`src/rtl/uart_stream_adapter_pkg.sv`:
```
// rtl/uart_stream_adapter_pkg.sv - shared constants and FSM encoding for uart_stream_adapter
package uart_stream_adapter_pkg;

    localparam logic [31:0] UART_RX_EMPTY = 32'hFFFF_FFFF;

    typedef enum logic [1:0] {
        ST_INIT  = 2'd0,
        ST_DIVWR = 2'd1,
        ST_RUN   = 2'd2
    } adapter_state_t;

    // simpleuart returns all-ones when empty, otherwise a zero-extended byte
    function automatic logic rx_byte_present(input logic [31:0] dat_do);
        return (dat_do != UART_RX_EMPTY) && (dat_do[31:8] == 24'd0);
    endfunction

endpackage

```
`src/rtl/uart_byte_fifo.sv`:
```
// rtl/uart_byte_fifo.sv - DEPTHx8 synchronous byte FIFO with occupancy level
module uart_byte_fifo #(
    parameter int DEPTH = 16
) (
    input  logic                     clk,
    input  logic                     resetn,
    input  logic                     push,
    input  logic                     pop,
    input  logic [7:0]               din,
    output logic [7:0]               dout,
    output logic                     full,
    output logic                     empty,
    output logic [$clog2(DEPTH):0]   level
);
    localparam int AW = $clog2(DEPTH);

    logic [7:0]    mem_q [DEPTH];
    logic [AW-1:0] wr_ptr_q, wr_ptr_d;
    logic [AW-1:0] rd_ptr_q, rd_ptr_d;
    logic [AW:0]   level_q, level_d;
    logic          do_push;
    logic          do_pop;

    assign full  = (level_q == (AW+1)'(DEPTH));
    assign empty = (level_q == '0);
    assign level = level_q;
    assign dout  = mem_q[rd_ptr_q];

    // A full FIFO refuses the push even if it pops in the same cycle
    always_comb begin
        do_push  = push && !full;
        do_pop   = pop && !empty;
        wr_ptr_d = wr_ptr_q;
        rd_ptr_d = rd_ptr_q;
        level_d  = level_q;
        if (do_push) begin
            wr_ptr_d = wr_ptr_q + AW'(1);
        end
        if (do_pop) begin
            rd_ptr_d = rd_ptr_q + AW'(1);
        end
        case ({do_push, do_pop})
            2'b10:   level_d = level_q + (AW+1)'(1);
            2'b01:   level_d = level_q - (AW+1)'(1);
            default: level_d = level_q;
        endcase
    end

    always_ff @(posedge clk or negedge resetn) begin
        if (!resetn) begin
            wr_ptr_q <= '0;
            rd_ptr_q <= '0;
            level_q  <= '0;
        end else begin
            wr_ptr_q <= wr_ptr_d;
            rd_ptr_q <= rd_ptr_d;
            level_q  <= level_d;
        end
    end

    always_ff @(posedge clk) begin
        if (do_push) begin
            mem_q[wr_ptr_q] <= din;
        end
    end

endmodule

```
`src/rtl/uart_stream_adapter.sv`:
```
// rtl/uart_stream_adapter.sv - byte-stream initiator for the simpleuart register port
module uart_stream_adapter
    import uart_stream_adapter_pkg::*;
#(
    parameter int          DEPTH    = 16,
    parameter logic [31:0] DIV_INIT = 32'd0
) (
    input  logic                     clk,
    input  logic                     resetn,
    input  logic                     tx_valid,
    output logic                     tx_ready,
    input  logic [7:0]               tx_data,
    output logic                     rx_valid,
    input  logic                     rx_ready,
    output logic [7:0]               rx_data,
    output logic [3:0]               uart_div_we,
    output logic [31:0]              uart_div_di,
    output logic                     uart_dat_we,
    output logic [7:0]               uart_dat_di,
    input  logic                     uart_dat_wait,
    output logic                     uart_dat_re,
    input  logic [31:0]              uart_dat_do,
    output logic [$clog2(DEPTH):0]   tx_level,
    output logic [$clog2(DEPTH):0]   rx_level,
    output logic                     rx_stall,
    input  logic                     clr_stall
);
    adapter_state_t state_q, state_d;
    logic [3:0]     div_we_q, div_we_d;
    logic [31:0]    div_di_q, div_di_d;
    logic           rx_stall_q, rx_stall_d;

    logic           run;
    logic           tx_full, tx_empty, tx_pop;
    logic [7:0]     tx_head;
    logic           rx_full, rx_empty, rx_present;
    logic [7:0]     rx_head;

    uart_byte_fifo #(.DEPTH(DEPTH)) u_tx_fifo (
        .clk    (clk),
        .resetn (resetn),
        .push   (tx_valid),
        .pop    (tx_pop),
        .din    (tx_data),
        .dout   (tx_head),
        .full   (tx_full),
        .empty  (tx_empty),
        .level  (tx_level)
    );

    uart_byte_fifo #(.DEPTH(DEPTH)) u_rx_fifo (
        .clk    (clk),
        .resetn (resetn),
        .push   (uart_dat_re),
        .pop    (rx_ready),
        .din    (uart_dat_do[7:0]),
        .dout   (rx_head),
        .full   (rx_full),
        .empty  (rx_empty),
        .level  (rx_level)
    );

    assign run         = (state_q == ST_RUN);
    assign tx_ready    = !tx_full;
    assign uart_dat_we = run && !tx_empty;
    assign uart_dat_di = uart_dat_we ? tx_head : 8'h00;
    assign tx_pop      = uart_dat_we && !uart_dat_wait;

    // The UART drops its byte at the edge after a read, so each read is a one-cycle pulse
    assign rx_present  = run && rx_byte_present(uart_dat_do);
    assign uart_dat_re = rx_present && !rx_full;
    assign rx_valid    = !rx_empty;
    assign rx_data     = rx_valid ? rx_head : 8'h00;

    assign uart_div_we = div_we_q;
    assign uart_div_di = div_di_q;
    assign rx_stall    = rx_stall_q;

    always_comb begin
        state_d  = state_q;
        div_we_d = 4'h0;
        div_di_d = 32'h0;
        case (state_q)
            ST_INIT: begin
                if (DIV_INIT != 32'd0) begin
                    state_d  = ST_DIVWR;
                    div_we_d = 4'hF;
                    div_di_d = DIV_INIT;
                end else begin
                    state_d = ST_RUN;
                end
            end
            ST_DIVWR: state_d = ST_RUN;
            default:  state_d = ST_RUN;
        endcase
    end

    always_comb begin
        rx_stall_d = rx_stall_q;
        if (rx_present && rx_full) begin
            rx_stall_d = 1'b1;
        end else if (clr_stall) begin
            rx_stall_d = 1'b0;
        end
    end

    always_ff @(posedge clk or negedge resetn) begin
        if (!resetn) begin
            state_q    <= ST_INIT;
            div_we_q   <= 4'h0;
            div_di_q   <= 32'h0;
            rx_stall_q <= 1'b0;
        end else begin
            state_q    <= state_d;
            div_we_q   <= div_we_d;
            div_di_q   <= div_di_d;
            rx_stall_q <= rx_stall_d;
        end
    end

endmodule

```
`config.mk`:
```
export PLATFORM = sky130hd
export DESIGN_NAME = uart_stream_adapter
export DESIGN_NICKNAME = d
export VERILOG_FILES = /design/src/rtl/uart_stream_adapter_pkg.sv /design/src/rtl/uart_byte_fifo.sv /design/src/rtl/uart_stream_adapter.sv
export SDC_FILE = /design/constraint.sdc
export NUM_CORES = 1
export LEC_CHECK = 0
export CORE_ASPECT_RATIO = 1.25
export CORE_MARGIN = 1
export CORE_UTILIZATION = 45
export DETAILED_ROUTE_END_ITERATION = 6
export GPL_TIMING_DRIVEN = 0
export PLACE_DENSITY = 0.65
export SLEW_MARGIN = 15
export SYNTH_ARGS = -nofsm -noshare
export SYNTH_HDL_FRONTEND = slang
export SYNTH_HIERARCHICAL = 1
export SYNTH_SLANG_ARGS = --single-unit
```
`constraint.sdc`:
```
create_clock -name clk -period 3.9 [get_ports clk]
set_input_delay 0.78 -clock clk [delete_from_list [all_inputs] [get_ports clk]]
set_output_delay 0.78 -clock clk [all_outputs]
set_load 0.1 [all_outputs]
```
==> out/qor.yml, run 1 <==
layout:
  synthToLayoutAreaGrowth_pct: 17.9
  layout.nets: 946
  fin_cells: 1239
  antenna_cells: 0
  stdcell_area_um2: 14300
  fillCellCount: 2175
  drive_gt1_frac: 0.207
drt:
  vias: 6543
  ant_nets: 0
  viasPerCell: 5.28
  dr.pass1.iters: 5
  drcViolationCount: 0
  drt_iter0_drc: 398
  post_drt_wl_per_cell_um: 20.6
  wirelength_um: 25500
synth:
  synthCells: 739
  syn_area_per_cell_um2: 16.4
  yosysSeqAreaShare: 0.692
  synth.distinct_cells: 39
  yosys_warnings: 6
  synth-seq-cells: 284
  netlist_area_um2: 12100
clock_network:
  cts_root_buffer: "clkbuf_16"
  post_cts_buffers: 0
  clk_pin_slew_ns: 0.06
  clk_latency_ns: 0.53
  numCtsBuffers: 28
  cts_tree: "built"
  cts.path.max_buffers: 3
  htreeDepth: 1
  clkSinkCount: 284
sta:
  rsz0062_at_grt: "no"
  hold_violations: 0
  drv_slew: 0
  relSlewSlack: 0.327
  fin_skew_ns: 0.00909
  period_minus_slack_ns: 3.71
  tightest_slew_ns: 1.01
  final-setup-viol-count: 0
  fin_crit_sh: 0.952
  timing.fmax_mhz: 269
floorplan:
  dieArea_um2: 27600
  die_y_um: 185
  core_area_um2: 26300
  row_count: 66
  io_pins: 113
  die_w_um: 149
  initial_core_util: 0.461
placement:
  gp_congestion: 0.772
  placed_area_um2: 13500
  dp_cells: 1190
  port_buffers: 76
  place_hpwl_um: 17300
critical_path:
  rr_startpoint: "u_tx_fifo/level[0]$_DFFE_PN0P_"
  arrival_ns: 2.93
  path_class: "register to output port"
  critPathRequiredTime_ns: 3.12
  start_kind: "register"
  critPathCaptureType: "output port"
  crit_chain: "nor2b_1 -> clkbuf_1 -> buf_2 -> a221oi_1 -> a22oi_1 -> nand2_1 -> and2_1 -> clkdlybuf4s15_2"
  worst-path-buf-inv: 3
  cpLargestDelayFamily: "buffers and inverters"
  critPathMaxStageDelay_ns: 0.55
  regToRegEndpoint: "u_tx_fifo/level[4]$_DFFE_PN0P_"
  reg2reg_depth: 14
  cp_max_fo: 10
  cpMaxStageDelayCell: "clkdlybuf4s15_2"
  rrSetupSlack_ns: 0.61
run:
  maxCapViolations: 0
pwr:
  pwr_density_cell_nw_per_um2: 772
  p_leak_nw: 5.12
  ir_drop_mv: 0.863
  finalPower_mw: 11.0
status:
  outcome: "finished, final reports clean"
min_path:
  hold_path_class: "primary input to async pin"
global_route:
  grt_pass1_wl_um: 38700
  grt_remaining_overflow: 0
  grt_max_degree: 29
  grt_use_total: 0.190
  grt_pass1_vias: 6662
  grt_antenna_before_repair: 0
## how the worst max path moves through the flow
| stage | from | end | cells after the start |
|---|---|---|---|
| 3_5_place_dp | uart_dat_do[8] | u_rx_fifo/level[4]$_DFFE_PN0P_ | 14 |
| 5_1_grt | u_tx_fifo/rd_ptr_q[1]$_DFFE_PN0P_ | uart_dat_di[2] | 8 |
| 3_3_place_gp | uart_dat_do[8] | u_rx_fifo/level[4]$_DFFE_PN0P_ | 14 |
| 6_report | u_tx_fifo/rd_ptr_q[2]$_DFFE_PN0P_ | uart_dat_di[5] | 8 |
| 4_1_cts | u_rx_fifo/rd_ptr_q[1]$_DFFE_PN0P_ | rx_data[0] | 8 |
| 2_1_floorplan | u_tx_fifo/level[0]$_DFFE_PN0P_ | u_tx_fifo/level[4]$_DFFE_PN0P_ | 15 |
## metrics by stage
stage               worst slack (ns)   util  TNS (ns)  hold slack (ns)
floorplan                     0.0144      -         0            0.484
global placement             -0.0539  0.512   -0.0539            0.497
detailed placement           -0.0634  0.513   -0.0634            0.509
CTS                          0.00113  0.544         0            0.319
global route                  0.0144  0.544         0            0.352
finish                         0.186  0.544         0            0.320
## routing by layer
metal | GRT usage | part of all wire | up-vias
li1 | - | - | 3036
met1 | 0.219 | 0.38 | 3284
met2 | 0.356 | 0.54 | 176
met3 | 0.0256 | 0.043 | 47
met4 | 0.0714 | 0.031 | 0
met5 | 0 | 0 | -
## area by class of cell
cell class / count / area, um^2 / area share
plain buffers: 73 / 533 / 0.0373
flip-flops and latches: 284 / 8390 / 0.588
clock inverters: 13 / 58.8 / 0.00412
inverters: 19 / 71.3 / 0.00499
clock buffers: 36 / 752 / 0.0527
repair buffers: 76 / 743 / 0.0520
well taps: 340 / 425 / 0.0298
multi-input cells: 398 / 3310 / 0.231
## synth_stat cells (all sizes together)
cell type	instances	area, um^2
ha	18	225
nand3	6	30.0
a22oi	16	120
edfxtp	256	7690
nor2	26	97.6
nand2b	4	25.0
xnor2	14	123
a21o	2	15.0
a21oi	20	100
nor4b	2	23.8
and2	12	75.1
nor2b	16	100
xor2	6	52.6
nor3	8	40.0
dfrtp	28	701
mux4	32	721
nand4	3	18.8
nand2	38	148
or3b	2	17.5
mux2i	50	500
clkbuf	10	37.5
o22ai	1	12.5
mux2	18	210
o21ai	40	200
and2b	2	15.0
conb	2	7.51
nor4	7	62.6
a221oi	16	140
inv	19	71.3
fa	2	40.0
buf	63	495
## kinds of logic after synthesis
group | Yosys count | synth area share
AOI/OAI and AO/OA | 95 | 0.0485
xor gates and xnor gates | 20 | 0.0145
adders and majority gates | 20 | 0.0219
buffers and inverters | 92 | 0.0499
DFF | 284 | 0.692
muxes | 100 | 0.118
other | 2 | 0.000620
and+or+nand+nor | 126 | 0.0539
## registers in the layout, indices dropped and copies added (netlist names)
signal	cells
u_tx_fifo/level	5
u_rx_fifo/wr_ptr_q	4
u_tx_fifo/mem_q	128
u_rx_fifo/level	5
u_rx_fifo/rd_ptr_q	4
state_q	1
u_tx_fifo/rd_ptr_q	4
u_rx_fifo/mem_q	128
rx_stall	1
u_tx_fifo/wr_ptr_q	4
## cells in the final DEF (no fill, tap or decap), types with 10 or more instances in the layout
cell type	instances
buf_2	14
o21ai_0	40
clkdlybuf4s50_1	58
edfxtp_1	256
buf_6	10
clkbuf_1	17
a22oi_1	16
dfrtp_1	24
and2_1	12
nor2_1	25
a221oi_1	15
mux4_2	32
a21oi_1	20
xnor2_1	14
mux2i_1	50
buf_4	36
clkbuf_16	29
nor2b_1	16
nand2_1	36
ha_1	18
inv_1	19
mux2_2	16
conb_1	37
## timing repair
action	4_1_cts	5_1_grt
endpoints found under the hold margin	0	0
pin swaps	0	0
resized for setup	39	14
setup endpoints to repair	16	7
hold buffers	0	0
## power by group
part / internal [mW] / switching, mW / total (mW)
clock: 1.35 / 1.06 / 2.41
combinational: 1.54 / 3.35 / 4.88
sequential: 3.58 / 0.154 / 3.74
total: 6.47 / 4.56 / 11.0
Power figures use the tool's default switching activity.
==> inputs of run 2 (changes only) <==
--- a/config.mk
+++ b/config.mk
@@ -5,12 +5,15 @@
 export SDC_FILE = /design/constraint.sdc
 export NUM_CORES = 1
 export LEC_CHECK = 0
+export CELL_PAD_IN_SITES_DETAIL_PLACEMENT = 0
+export CELL_PAD_IN_SITES_GLOBAL_PLACEMENT = 1
 export CORE_ASPECT_RATIO = 1.25
 export CORE_MARGIN = 1
 export CORE_UTILIZATION = 45
 export DETAILED_ROUTE_END_ITERATION = 6
 export GPL_TIMING_DRIVEN = 0
-export PLACE_DENSITY = 0.65
+export HOLD_SLACK_MARGIN = 0.03
+export PLACE_DENSITY_LB_ADDON = 0.1
 export SLEW_MARGIN = 15
 export SYNTH_ARGS = -nofsm -noshare
 export SYNTH_HDL_FRONTEND = slang
==> run 2 against run 1 <==
Effect of this change: first-iteration DRC count shrank 20%; die area is the same; global-route usage grew 0.42 points; critical path type unchanged; clock skew grew 0.0084 ns; register-to-register slack gained 0.06 ns; highest routed layer unchanged; fmax shrank 0.14%; critical path depth is the same; via count grew 0.58%; clock power grew 9.1%; wire length grew 2.8%; sequential power is essentially flat.
==> out/qor.yml, run 2 (synthesized netlist as in run 1, its figures left out) <==
drt:
  post_drt_wl_per_cell_um: 21.1  # +2.6%
  dr.pass1.iters: 4  # -1
  wirelength_um: 26200  # +2.8%
  vias: 6581  # +0.58%
  ant_nets: 0  # unchanged
  drcViolationCount: 0  # unchanged
  drt_iter0_drc: 318  # -20%
  viasPerCell: 5.30  # +0.34%
placement:
  gp_congestion: 0.863  # +12%
  dp_cells: 1190  # unchanged
  port_buffers: 76  # unchanged
  placed_area_um2: 13400  # -0.26%
  place_hpwl_um: 18300  # +5.7%
layout:
  stdcell_area_um2: 14400  # +0.74%
  final_common_cell: "edfxtp_1"
  drive_gt1_frac: 0.210  # +0.00264
  fin_cells: 1242  # +0.24%
  top_regs: "u_rx_fifo/mem_q x128, u_tx_fifo/mem_q x128"
  synthToLayoutAreaGrowth_pct: 18.8
  mostFrequentLayoutCells: "edfxtp_1, clkdlybuf4s50_1, mux2i_1"
  antenna_cells: 0  # unchanged
  layout.nets: 946  # unchanged
clock_network:
  clk_pin_slew_ns: 0.06  # about the same
  numCtsBuffers: 28  # unchanged
  postCtsHoldBufs: 0  # unchanged
  cts.path.max_buffers: 3  # unchanged
  post_cts_buffers: 0  # unchanged
  cts_root_buffer: "clkbuf_16"
  clk_latency_ns: 0.54  # about the same
  htreeDepth: 1  # unchanged
  clkSinkCount: 284  # unchanged
  cts_tree: "built"
floorplan:
  die_w_um: 149  # unchanged
  initial_core_util: 0.461  # unchanged
  core_area_um2: 26300  # unchanged
  row_count: 66  # unchanged
  dieArea_um2: 27600  # unchanged
  io_pins: 113  # unchanged
  die_y_um: 185  # unchanged
global_route:
  grt_pass1_wl_um: 39300  # +1.6%
  grt_pass1_vias: 6744  # +1.2%
  grt_use_total: 0.194  # +0.00419
  grt_remaining_overflow: 0  # unchanged
  grt_antenna_before_repair: 0  # unchanged
  grt_max_degree: 29  # unchanged
pwr:
  pwr_density_cell_nw_per_um2: 784  # +1.5%
  p_leak_nw: 5.16  # +0.79%
  ir_drop_mv: 0.462  # -46%
sta:
  tightest_slew_ns: 0.987  # -0.0194 ns
  hold_violations: 0  # unchanged
  fin_skew_ns: 0.0174  # +0.00836 ns
  final-setup-viol-count: 0  # unchanged
  drv_slew: 0  # unchanged
  rsz0062_at_grt: "no"
  fin_crit_sh: 0.954  # +0.00129
  timing.fmax_mhz: 269  # -0.14%
  relSlewSlack: 0.340  # +0.0130
  period_minus_slack_ns: 3.72  # +0.00504 ns
critical_path:
  start_kind: "register"
  rrSetupSlack_ns: 0.67  # +0.06 ns
  cp-endpoint: "uart_dat_di[0]"
  cp_max_fo: 10  # unchanged
  critPathMaxStageDelay_ns: 0.55  # about the same
  critPathCaptureType: "output port"
  critPathRequiredTime_ns: 3.12  # about the same
  rr_startpoint: "u_tx_fifo/level[1]$_DFFE_PN0P_"
  path_class: "register to output port"
  arrival_ns: 2.94  # about the same
  worstSetupStartpoint: "u_tx_fifo/rd_ptr_q[1]$_DFFE_PN0P_"
  reg2reg_depth: 14  # unchanged
  regToRegEndpoint: "u_tx_fifo/level[4]$_DFFE_PN0P_"
  cpMaxStageDelayCell: "clkdlybuf4s15_2"
  crit_chain: "buf_2 -> and2_1 -> buf_2 -> a221oi_2 -> a22oi_1 -> nand2_1 -> and2_1 -> clkdlybuf4s15_2"
status:
  outcome: "finished, final reports clean"
run:
  maxCapViolations: 0  # unchanged
min_path:
  hold_path_class: "primary input to async pin"
==> run 2: cell count changes in the layout (fill, tap and decap cells not counted) <==
cell / change
clkbuf_2: +3
clkinv_2: -6
clkinv_4: +1
bufinv_16: +3
clkinvlp_4: +1
clkinv_1: +4
clkbuf_1: -3
clkdlybuf4s18_2: -3
a221oi_1: -1
a221oi_2: +1
clkdlybuf4s15_2: +3
==> run 2: where the power goes <==
| part | leakage [nW] | internal, mW | switching (mW) |
|---|---|---|---|
| logic | 2.10 | 1.55 | 3.36 |
| registers | 2.63 | 3.58 | 0.156 |
| clock network | 0.434 | 1.55 | 1.08 |
==> run 2: worst max-delay path: cells and delay by family (launching register included) <==
kind,cells,cell delay [ns]
AOI/OAI and AO/OA,2,0.65
buffers and inverters,3,0.96
DFF,1,0.39
and+or+nand+nor,3,0.39
==> run 2: final cells by class <==
class                      instances  area [um^2]
clock inverter                    16          150
buffer                            73          537
sequential                       284         8390
fill                            2126        11900
tap                              340          425
multi-input combinational        398         3310
clock buffer                      36          752
timing repair buffer              76          747
inverter                          19         71.3
==> run 2: how the worst min path moves through the flow <==
stage | startpoint | endpoint | slack [ns]
2_1_floorplan | resetn | rx_stall$_DFFE_PN0P_ | 0.48
3_3_place_gp | u_rx_fifo/level[4]$_DFFE_PN0P_ | u_rx_fifo/level[4]$_DFFE_PN0P_ | 0.50
3_5_place_dp | u_rx_fifo/level[4]$_DFFE_PN0P_ | u_rx_fifo/level[4]$_DFFE_PN0P_ | 0.51
4_1_cts | resetn | u_tx_fifo/level[1]$_DFFE_PN0P_ | 0.29
5_1_grt | resetn | u_tx_fifo/level[1]$_DFFE_PN0P_ | 0.32
6_report | resetn | u_tx_fifo/level[1]$_DFFE_PN0P_ | 0.29
==> run 2: repair_timing <==
action,in CTS,in global routing
endpoints found under the hold margin,0,0
gates resized for setup,42,15
endpoints found under the setup margin,16,13
==> run 2: stage by stage <==
stage,utilization,hold slack [ns],TNS (ns),setup WS [ns],power (mW)
after floorplan,-,0.484,0,0.0144,7.53
after global placement,0.512,0.503,-0.103,-0.0623,8.72
after detailed placement,0.512,0.508,-0.174,-0.0634,8.78
after CTS,0.547,0.295,0,0.00681,11.4
after global routing,0.548,0.323,0,0.0198,11.8
final,0.548,0.287,0,0.181,11.3
==> run 2: metal layers <==
metal  GRT usage  part of all wire
met5           0                 0
met4      0.0890             0.042
met3      0.0300             0.044
met2       0.363              0.55
met1       0.215              0.37
